===== config.mk =====
export PLATFORM = sky130hd
export DESIGN_NAME = macram_sched_flat
export DESIGN_NICKNAME = d
export VERILOG_FILES = /design/src/rtl/macram_sched_if.sv /design/src/rtl/macram_sched.sv /design/src/flat_wrapper.sv
export SDC_FILE = /design/constraint.sdc
export NUM_CORES = 1
export LEC_CHECK = 0
export CELL_PAD_IN_SITES_DETAIL_PLACEMENT = 1
export CELL_PAD_IN_SITES_GLOBAL_PLACEMENT = 1
export CORE_ASPECT_RATIO = 0.8
export CORE_MARGIN = 5
export CORE_UTILIZATION = 23
export DETAILED_ROUTE_END_ITERATION = 7
export PLACE_DENSITY = 0.83
export RECOVER_POWER = 25
export SETUP_SLACK_MARGIN = 0.4
export SYNTH_ARGS = -nofsm -noshare
export SYNTH_HDL_FRONTEND = slang
export SYNTH_SLANG_ARGS = --single-unit

===== constraint.sdc =====
create_clock -name clk -period 1.9 [get_ports clk]
set_clock_uncertainty 0.15 [all_clocks]
set_input_delay 0.38 -clock clk [delete_from_list [all_inputs] [get_ports clk]]
set_output_delay 0.38 -clock clk [all_outputs]
set_load 0.005 [all_outputs]

===== src/rtl/macram_sched_if.sv =====
// Bank-side port of the MAC RAM scheduler: strobes and read address out, read data back.
interface macram_sched_if #(
  parameter int ADDR_W = 5,
  parameter int DATA_W = 32
);
  logic              mac_sin;
  logic              mac_clr;
  logic              mac_read;
  logic [ADDR_W-1:0] mac_raddr;
  logic [DATA_W-1:0] mac_rdata;

  modport master (output mac_sin, mac_clr, mac_read, mac_raddr, input mac_rdata);
  modport slave  (input mac_sin, mac_clr, mac_read, mac_raddr, output mac_rdata);
endinterface


===== src/rtl/macram_sched.sv =====
// Scheduler for a MAC RAM bank: sample sweeps, clears and full readouts with pending-request queuing.
// Optional MACRAM_SCHED_OVF_CNT_EN adds a saturating dropped-sample counter (ovf_cnt).
module macram_sched #(
  parameter int ADDR_W = 5,
  parameter int DATA_W = 32
) (
  input  logic              clk,
  input  logic              rst,
  input  logic              samp_req,
  input  logic              clr_req,
  input  logic              dump_req,
  macram_sched_if.master    bank,
  output logic              dump_valid,
  output logic [DATA_W-1:0] dump_data,
  output logic [ADDR_W-1:0] dump_addr,
  output logic              dump_last,
  output logic              busy,
`ifdef MACRAM_SCHED_OVF_CNT_EN
  output logic [15:0]       ovf_cnt,
`endif
  output logic              overrun
);
  typedef enum logic [2:0] {S_IDLE, S_MAC, S_CLR, S_DUMP, S_DRAIN} state_t;

  localparam logic [ADDR_W-1:0] LAST = '1;
  localparam logic [ADDR_W-1:0] ONE  = ADDR_W'(1);

  state_t                       r_state, w_state_nxt;
  logic [ADDR_W-1:0]            r_cnt, w_cnt_nxt;
  logic                         r_samp_pend, r_clr_pend, r_dump_pend;
  logic                         r_overrun;
  logic [1:0]                   r_vld_pipe;
  logic [1:0][ADDR_W-1:0]       r_addr_pipe;
  logic                         w_idle, w_clr_go, w_samp_go, w_dump_go, w_drop;

  // Issue decisions are combinational so an idle strobe goes out in its own cycle.
  always_comb begin
    w_idle    = (r_state == S_IDLE) && !rst;
    w_clr_go  = w_idle && (r_clr_pend || clr_req);
    w_samp_go = w_idle && !w_clr_go && (r_samp_pend || samp_req);
    w_dump_go = w_idle && !w_clr_go && !w_samp_go && (r_dump_pend || dump_req);
    w_drop    = samp_req && r_samp_pend && !w_samp_go;
  end

  always_comb begin
    w_state_nxt = r_state;
    w_cnt_nxt   = r_cnt;
    unique case (r_state)
      S_IDLE: begin
        w_cnt_nxt = '0;
        if (w_clr_go)       w_state_nxt = S_CLR;
        else if (w_samp_go) w_state_nxt = S_MAC;
        else if (w_dump_go) w_state_nxt = S_DUMP;
      end
      S_MAC, S_CLR: begin
        w_cnt_nxt = r_cnt + ONE;
        if (r_cnt == LAST) w_state_nxt = S_IDLE;
      end
      S_DUMP: begin
        w_cnt_nxt = r_cnt + ONE;
        if (r_cnt == LAST) w_state_nxt = S_DRAIN;
      end
      S_DRAIN: begin
        w_cnt_nxt = r_cnt + ONE;
        if (r_cnt == ONE) begin
          w_state_nxt = S_IDLE;
          w_cnt_nxt   = '0;
        end
      end
      default: begin
        w_state_nxt = S_IDLE;
        w_cnt_nxt   = '0;
      end
    endcase
  end

  always_comb begin
    bank.mac_sin   = w_samp_go;
    bank.mac_clr   = w_clr_go;
    bank.mac_read  = w_dump_go || (r_state == S_DUMP);
    bank.mac_raddr = (r_state == S_DUMP) ? r_cnt : '0;
    busy           = (r_state != S_IDLE) || w_clr_go || w_samp_go || w_dump_go;
    overrun        = r_overrun;
    dump_valid     = r_vld_pipe[1];
    dump_addr      = r_vld_pipe[1] ? r_addr_pipe[1] : '0;
    dump_data      = r_vld_pipe[1] ? bank.mac_rdata : '0;
    dump_last      = r_vld_pipe[1] && (r_addr_pipe[1] == LAST);
  end

  always_ff @(posedge clk) begin
    if (rst) begin
      r_state     <= S_IDLE;
      r_cnt       <= '0;
      r_samp_pend <= 1'b0;
      r_clr_pend  <= 1'b0;
      r_dump_pend <= 1'b0;
      r_overrun   <= 1'b0;
      r_vld_pipe  <= '0;
      r_addr_pipe <= '0;
    end else begin
      r_state     <= w_state_nxt;
      r_cnt       <= w_cnt_nxt;
      // A strobe coinciding with consumption of a set flag re-arms it.
      r_samp_pend <= w_samp_go ? (samp_req && r_samp_pend) : (r_samp_pend || samp_req);
      r_clr_pend  <= w_clr_go  ? 1'b0 : (r_clr_pend  || clr_req);
      r_dump_pend <= w_dump_go ? 1'b0 : (r_dump_pend || dump_req);
      r_overrun   <= r_overrun || w_drop;
      // Bank read data lags the address by two cycles.
      r_vld_pipe  <= {r_vld_pipe[0], r_state == S_DUMP};
      r_addr_pipe <= {r_addr_pipe[0], bank.mac_raddr};
    end
  end

`ifdef MACRAM_SCHED_OVF_CNT_EN
  logic [15:0] r_ovf_cnt;
  always_ff @(posedge clk) begin
    if (rst)                               r_ovf_cnt <= '0;
    else if (w_drop && r_ovf_cnt != '1)    r_ovf_cnt <= r_ovf_cnt + 16'd1;
  end
  assign ovf_cnt = r_ovf_cnt;
`endif
endmodule


===== src/flat_wrapper.sv =====
// flat-port wrapper written by rule: the top's interface ports become plain ports
module macram_sched_flat 
#(
  parameter int ADDR_W = 5,
  parameter int DATA_W = 32
)
  (clk, rst, samp_req, clr_req, dump_req, dump_valid, dump_data, dump_addr, dump_last, busy, overrun, bank_mac_sin, bank_mac_clr, bank_mac_read, bank_mac_raddr, bank_mac_rdata);
  macram_sched_if #(.ADDR_W(ADDR_W), .DATA_W(DATA_W)) bank_i ();
  input  logic clk;
  input  logic rst;
  input  logic samp_req;
  input  logic clr_req;
  input  logic dump_req;
  output logic dump_valid;
  output logic [DATA_W-1:0] dump_data;
  output logic [ADDR_W-1:0] dump_addr;
  output logic dump_last;
  output logic busy;
  output logic overrun;
  output wire logic [$bits(bank_i.mac_sin)-1:0] bank_mac_sin;
  output wire logic [$bits(bank_i.mac_clr)-1:0] bank_mac_clr;
  output wire logic [$bits(bank_i.mac_read)-1:0] bank_mac_read;
  output wire logic [$bits(bank_i.mac_raddr)-1:0] bank_mac_raddr;
  input wire logic [$bits(bank_i.mac_rdata)-1:0] bank_mac_rdata;
  assign bank_mac_sin = bank_i.mac_sin;
  assign bank_mac_clr = bank_i.mac_clr;
  assign bank_mac_read = bank_i.mac_read;
  assign bank_mac_raddr = bank_i.mac_raddr;
  assign bank_i.mac_rdata = bank_mac_rdata;
  macram_sched #(.ADDR_W(ADDR_W), .DATA_W(DATA_W)) u_core (.clk(clk), .rst(rst), .samp_req(samp_req), .clr_req(clr_req), .dump_req(dump_req), .bank(bank_i), .dump_valid(dump_valid), .dump_data(dump_data), .dump_addr(dump_addr), .dump_last(dump_last), .busy(busy), .overrun(overrun));
endmodule

# After elaboration in Yosys (flattened, before gate mapping)

Cells that the tools add are included.

Register bits: 24
Output and inout port bits: 49
Word-level logic and storage cells: 61
Input port bits: 37

Muxes and demuxes: 13
$add $sub $neg: 1
Reductions and logical operators: 27
Equality and inequality tests: 11

Operators by type and width:

| cell                                          | count |
|---|---|
| 2-to-1 mux 32 bit                             | 1 |
| 2-to-1 mux 3 bit                              | 6 |
| 2-to-1 mux 5 bit                              | 3 |
| case mux 3 bit (4 select lines)               | 1 |
| == test 5 bit, second input constant          | 2 |
| case mux 5 bit (2 select lines)               | 1 |
| logical AND 1 bit                             | 9 |
| logical OR 1 bit                              | 8 |
| == test 3 x 2 -> 1 bit, second input constant | 2 |
| != test 2 x 1 -> 1 bit, second input constant | 3 |
| OR reduction 2 bit                            | 3 |
| adder 5 x 1 -> 5 bit, second input constant   | 1 |
| == test 5 x 1 -> 1 bit, second input constant | 1 |
| != test 4 x 1 -> 1 bit, second input constant | 1 |
| AND reduction 4 bit                           | 1 |
| == test 3 x 1 -> 1 bit, second input constant | 1 |
| == test 3 bit, second input constant          | 1 |
| zero test 1 bit                               | 3 |
| zero test 3 bit                               | 1 |
| nonzero test 3 bit                            | 1 |
| OR reduction 3 bit                            | 1 |
| 2-to-1 mux 1 bit                              | 1 |

# Longest topological paths before layout

Gate-level depths: netlist of run 1.

Depth after elaboration: 13
Gate-level depth with buffers: 5
Depth with buffers taken out: 5

# Worst setup path after synthesis of run 1

OpenSTA, ideal clock, no wires.

Kind: reg-to-output
Start: reg u_core.r_state[2]
End: out bank_mac_read
Required time: 1370 ps
Buffers on the path: 1
Slack: 371 ps
Arrival time: 999 ps
Stages on the path, launching flop included: 5
Cells stage by stage: dfxtp_1 clkbuf_8 nor2_1 nand3_1 o22ai_1

Word-level cells in the longest chain between the ends: 10
Elaborated cells on any way between the ends: 11

Ends and longest elaborated chain:

| item                            | line                                   | RTL |
|---|---|---|
| from (decl)                     | macram_sched.sv:28                     | `state_t r_state, w_state_nxt;` |
| from (signal assigned)          | macram_sched.sv:101                    | `r_state <= w_state_nxt;` |
| zero test 3 bit                 | macram_sched.sv:38                     | `w_idle = (r_state == S_IDLE) && !rst;` |
| logical AND 1 bit               | macram_sched.sv:38                     |  |
| logical AND 1 bit               | macram_sched.sv:39                     | `w_clr_go = w_idle && (r_clr_pend \|\| clr_req);` |
| zero test 1 bit                 | macram_sched.sv:40, macram_sched.sv:41 |  |
| logical AND 1 bit               | macram_sched.sv:40, macram_sched.sv:41 |  |
| logical AND 1 bit               | macram_sched.sv:40                     | `w_samp_go = w_idle && !w_clr_go && (r_samp_pend \|\| samp_req);` |
| zero test 1 bit                 | macram_sched.sv:41                     | `w_dump_go = w_idle && !w_clr_go && !w_samp_go && (r_dump_pend \|\| dump_req);` |
| logical AND 1 bit (2 in series) | macram_sched.sv:41                     |  |
| logical OR 1 bit (*)            | macram_sched.sv:80                     | `bank.mac_read = w_dump_go \|\| (r_state == S_DUMP);` |
| to (decl)                       | flat_wrapper.sv:22                     | `output wire logic [$bits(bank_i.mac_read)-1:0] bank_mac_read;` |

Every way passes the cells marked *; elsewhere a longest branch is shown, timed or not.

# Final worst setup path of run 1

Start: in dump_req
End: out busy

Word-level cells in the longest chain between the ends: 3

Ends and longest elaborated chain:

| item              | line               | RTL |
|---|---|---|
| from (decl)       | flat_wrapper.sv:13 | `input logic dump_req;` |
| logical OR 1 bit  | macram_sched.sv:41 |  |
| logical AND 1 bit | macram_sched.sv:41 |  |
| logical OR 1 bit  | macram_sched.sv:82 | `busy = (r_state != S_IDLE) \|\| w_clr_go \|\| w_samp_go \|\| w_dump_go;` |
| to (decl)         | flat_wrapper.sv:18 | `output logic busy;` |

No other way between the ends.

==> results of run 1 <==
-- repair_timing --
action / CTS / global route
endpoints found under the setup margin: 59 / 56
gates resized for setup: 197 / 114
buffers inserted: 15 / 7
gates cloned: 2 / 3
pin swaps: 18 / 6
-- kinds of logic (layout without fill, tap and decap cells) --
group,count (synthesis),count (layout)
xor+xnor,2,2
buf+inv,9,136
fa+ha+maj,3,3
compound gates,11,11
simple gates,85,85
flops,24,24
-- per-stage QoR --
| stage | std cells | worst slack (ps) | area, um2 | utilization, % | total power [uW] |
|---|---|---|---|---|---|
| 6_report | 323 | 48.6 | 2880 | 58.2 | 1540 |
| 5_1_grt | 323 | 3.05 | 2880 | 58.2 | 1610 |
| 4_1_cts | 313 | 96.4 | 2490 | 50.2 | 1450 |
| 2_1_floorplan | 134 | 397 | 1170 | - | 675 |
| 3_3_place_gp | 292 | -489 | 2200 | 44.4 | 895 |
| 3_5_place_dp | 292 | -590 | 2200 | 44.4 | 907 |
-- power groups by stage --
stage / Clock [uW] / Combinational (uW) / Sequential [uW]
CTS: 453 / 409 / 584
global route: 476 / 530 / 600
floorplan: 0 / 108 / 567
finish: 444 / 502 / 594
detailed placement: 0 / 335 / 572
global placement: 0 / 325 / 570
-- worst max-delay path, cell delays in order --
cell and delay [ps]:
dlygate4sd2_1 280, nor4_4 280, a21oi_2 120, nand2b_4 150
buf_6 110
-- flip-flops by register name (all words and copies together), names as in the netlist --
register,flops
u_core.overrun,1
u_core.r_addr_pipe,10
u_core.r_clr_pend,1
u_core.r_cnt,5
u_core.r_dump_pend,1
u_core.r_samp_pend,1
u_core.r_state,3
u_core.r_vld_pipe,2
-- worst max-delay path by stage --
stage | endpoint | cells after the start
3_5_place_dp | bank_mac_read | 5
4_1_cts | busy | 4
3_3_place_gp | busy | 5
6_report | busy | 5
2_1_floorplan | u_core.r_cnt[2]$_SDFF_PP0_ | 5
5_1_grt | busy | 4
-- layer usage --
layer / wire length [um] / up-vias / part of all wire [%] / track usage [%]
li1: - / 695 / - / -
met4: 66 / 0 / 1.1 / 1.49
met5: 0 / - / 0 / 0
met1: 2340 / 714 / 38 / 16.2
met3: 539 / 6 / 8.8 / 4.48
met2: 3170 / 71 / 52 / 28.9
-- cell type report --
cell class / instances / area [um2] / area share (%)
timing repair buffer: 128 / 1310 / 45.5
multi-input combinational: 101 / 896 / 31.1
sequential: 24 / 508 / 17.6
tap: 62 / 77.6 / 2.69
clock buffer: 3 / 41.3 / 1.43
clock inverter: 1 / 30.0 / 1.04
inverter: 4 / 17.5 / 0.608
-- layout by cell type, fill, tap and decap left out, types with 6 or more instances in the layout --
master / instances
and2_4: 33
nor2_1: 6
clkdlybuf4s50_1: 31
nor2_4: 6
buf_6: 42
nor2b_1: 6
dfxtp_1: 16
dlygate4sd2_1: 9
buf_4: 27
and2_1: 7
dfxtp_4: 7
==> qor.csv, run 1 <==
metric,value,unit
setup_viol,0,
yosys.area.top_type,dfxtp_1,
cp.required,1370,ps
synth_compound_area_share,6.77,%
start_util,23.5,%
drt-wirelength-per-cell,18.9,um
powerDensity,535,mW/mm2
slew_violations,0,
status,"finished, final reports clean",
relSlewSlack,59.7,%
worstReg2RegEnd,u_core.r_cnt[1]$_SDFF_PP0_,
synth.avg_cell_area,8.68,um2
numCtsBuffers,3,
grt_pass1_vias,1468,
die-area,0.00659,mm2
path_clk_slew,90,ps
yosys_warnings,0,
synth.most_common_cell,and2_1,
yosys.area_share.simple,43.4,%
seqPwrFrac,38.6,%
yosysTopAreaCellShare,41.3,%
netlist_top_cells_area,"dfxtp_1 (41%), and2_1 (23%), nor2_1 (4.5%)",
cts.sinks,24,
num_rows,23,
r2r_setup_slack,270,ps
synth_edf_count,0,
tightest_slew,600,ps
min_to,u_core.r_addr_pipe[7]$_SDFF_PP0_,
ir_drop,0.000451,V
cts_tree,done,
hold_slack,296,ps
final.setup.tns,0,ps
grt_overflow_total,0,
setup.worst_path.start_class,primary input,
arrival,1320,ps
synthArstFlopShare,0,%
wirelength,6.11,mm
synthMuxAreaShare,0,%
worstHoldStart,u_core.r_addr_pipe[2]$_SDFF_PP0_,
clkLatencyLatePin,260,ps
h-tree-depth,1,
clockBufferDepth,2,
final_layout_size_suffix_gt1_share,60.9,%
combPwrFrac,32.6,%
fin_crit_sh,97.4,%
synth-xor-area-share,1.51,%
synthAdderAreaFrac,3.23,%
synthCells,134,
hpwl,3.52,mm
die_x,89.5,um
p_leak,0.00128,uW
die-height,73.6,um
synthesis.nets,174,
diodes,0,
switchingPower,419,uW
drt_iter0_drc,33,
crit_fanout,3,
fmax,540,MHz
hold_violations,0,
r2r_start,u_core.r_cnt[0]$_SDFF_PP0_,
drtAntennaViolNets,0,
synth-main-ff-cell,dfxtp_1,
period_minus_slack,1850,ps
boundaryPins,86,
worst_setup_path_end_kind,output pin,
ctsHoldBuffers,0,
grt_max_degree,20,
grtUsageTotal,14.9,%
holdCritPathClass,flip-flop to flip-flop,
antenna_found_initial,0,
cap_violations,0,
r2r_cells,4,
grt_pass1_wl,7.58,mm
fillers,520,
worstHoldPathCells,1,
drcViolationCount,0,
cts-root-buf,clkbuf_8,
synthDistinctLibCells,32,
yosys-top-cells-count,"and2_1 (42), dfxtp_1 (24), nor2_1 (14), nor2b_1 (6)",
worstSetupStartpoint,dump_req,
vias_per_cell,4.60,
synth_top_family_by_area,simple AND/OR/NAND/NOR gates,
synth_area,0.00116,mm2
switching_share,27.2,%
drt_first_pass_iters,4,
pwr-share-clk,28.8,%
vias,1486,
gp_congestion,0.781,
nets,302,
yosysSeqAreaShare,41.3,%
synth-seq-cells,24,
crit_type,primary input to output pin,
port_buffers,85,
area_growth,148,%
p_int,1120,uW
rsz0062_at_grt,yes,
core,0.00495,mm2
Note: power is estimated with default switching activity, not from simulation.
==> run 2, diff against run 1 <==
--- a/config.mk
+++ b/config.mk
@@ -11,6 +11,7 @@
 export CORE_MARGIN = 5
 export CORE_UTILIZATION = 23
 export DETAILED_ROUTE_END_ITERATION = 7
+export GPL_ROUTABILITY_DRIVEN = 0
 export PLACE_DENSITY = 0.83
 export RECOVER_POWER = 25
 export SETUP_SLACK_MARGIN = 0.4
==> results of run 2 <==
Same layout as run 1: the final DEF is identical, and so are final timing and power.
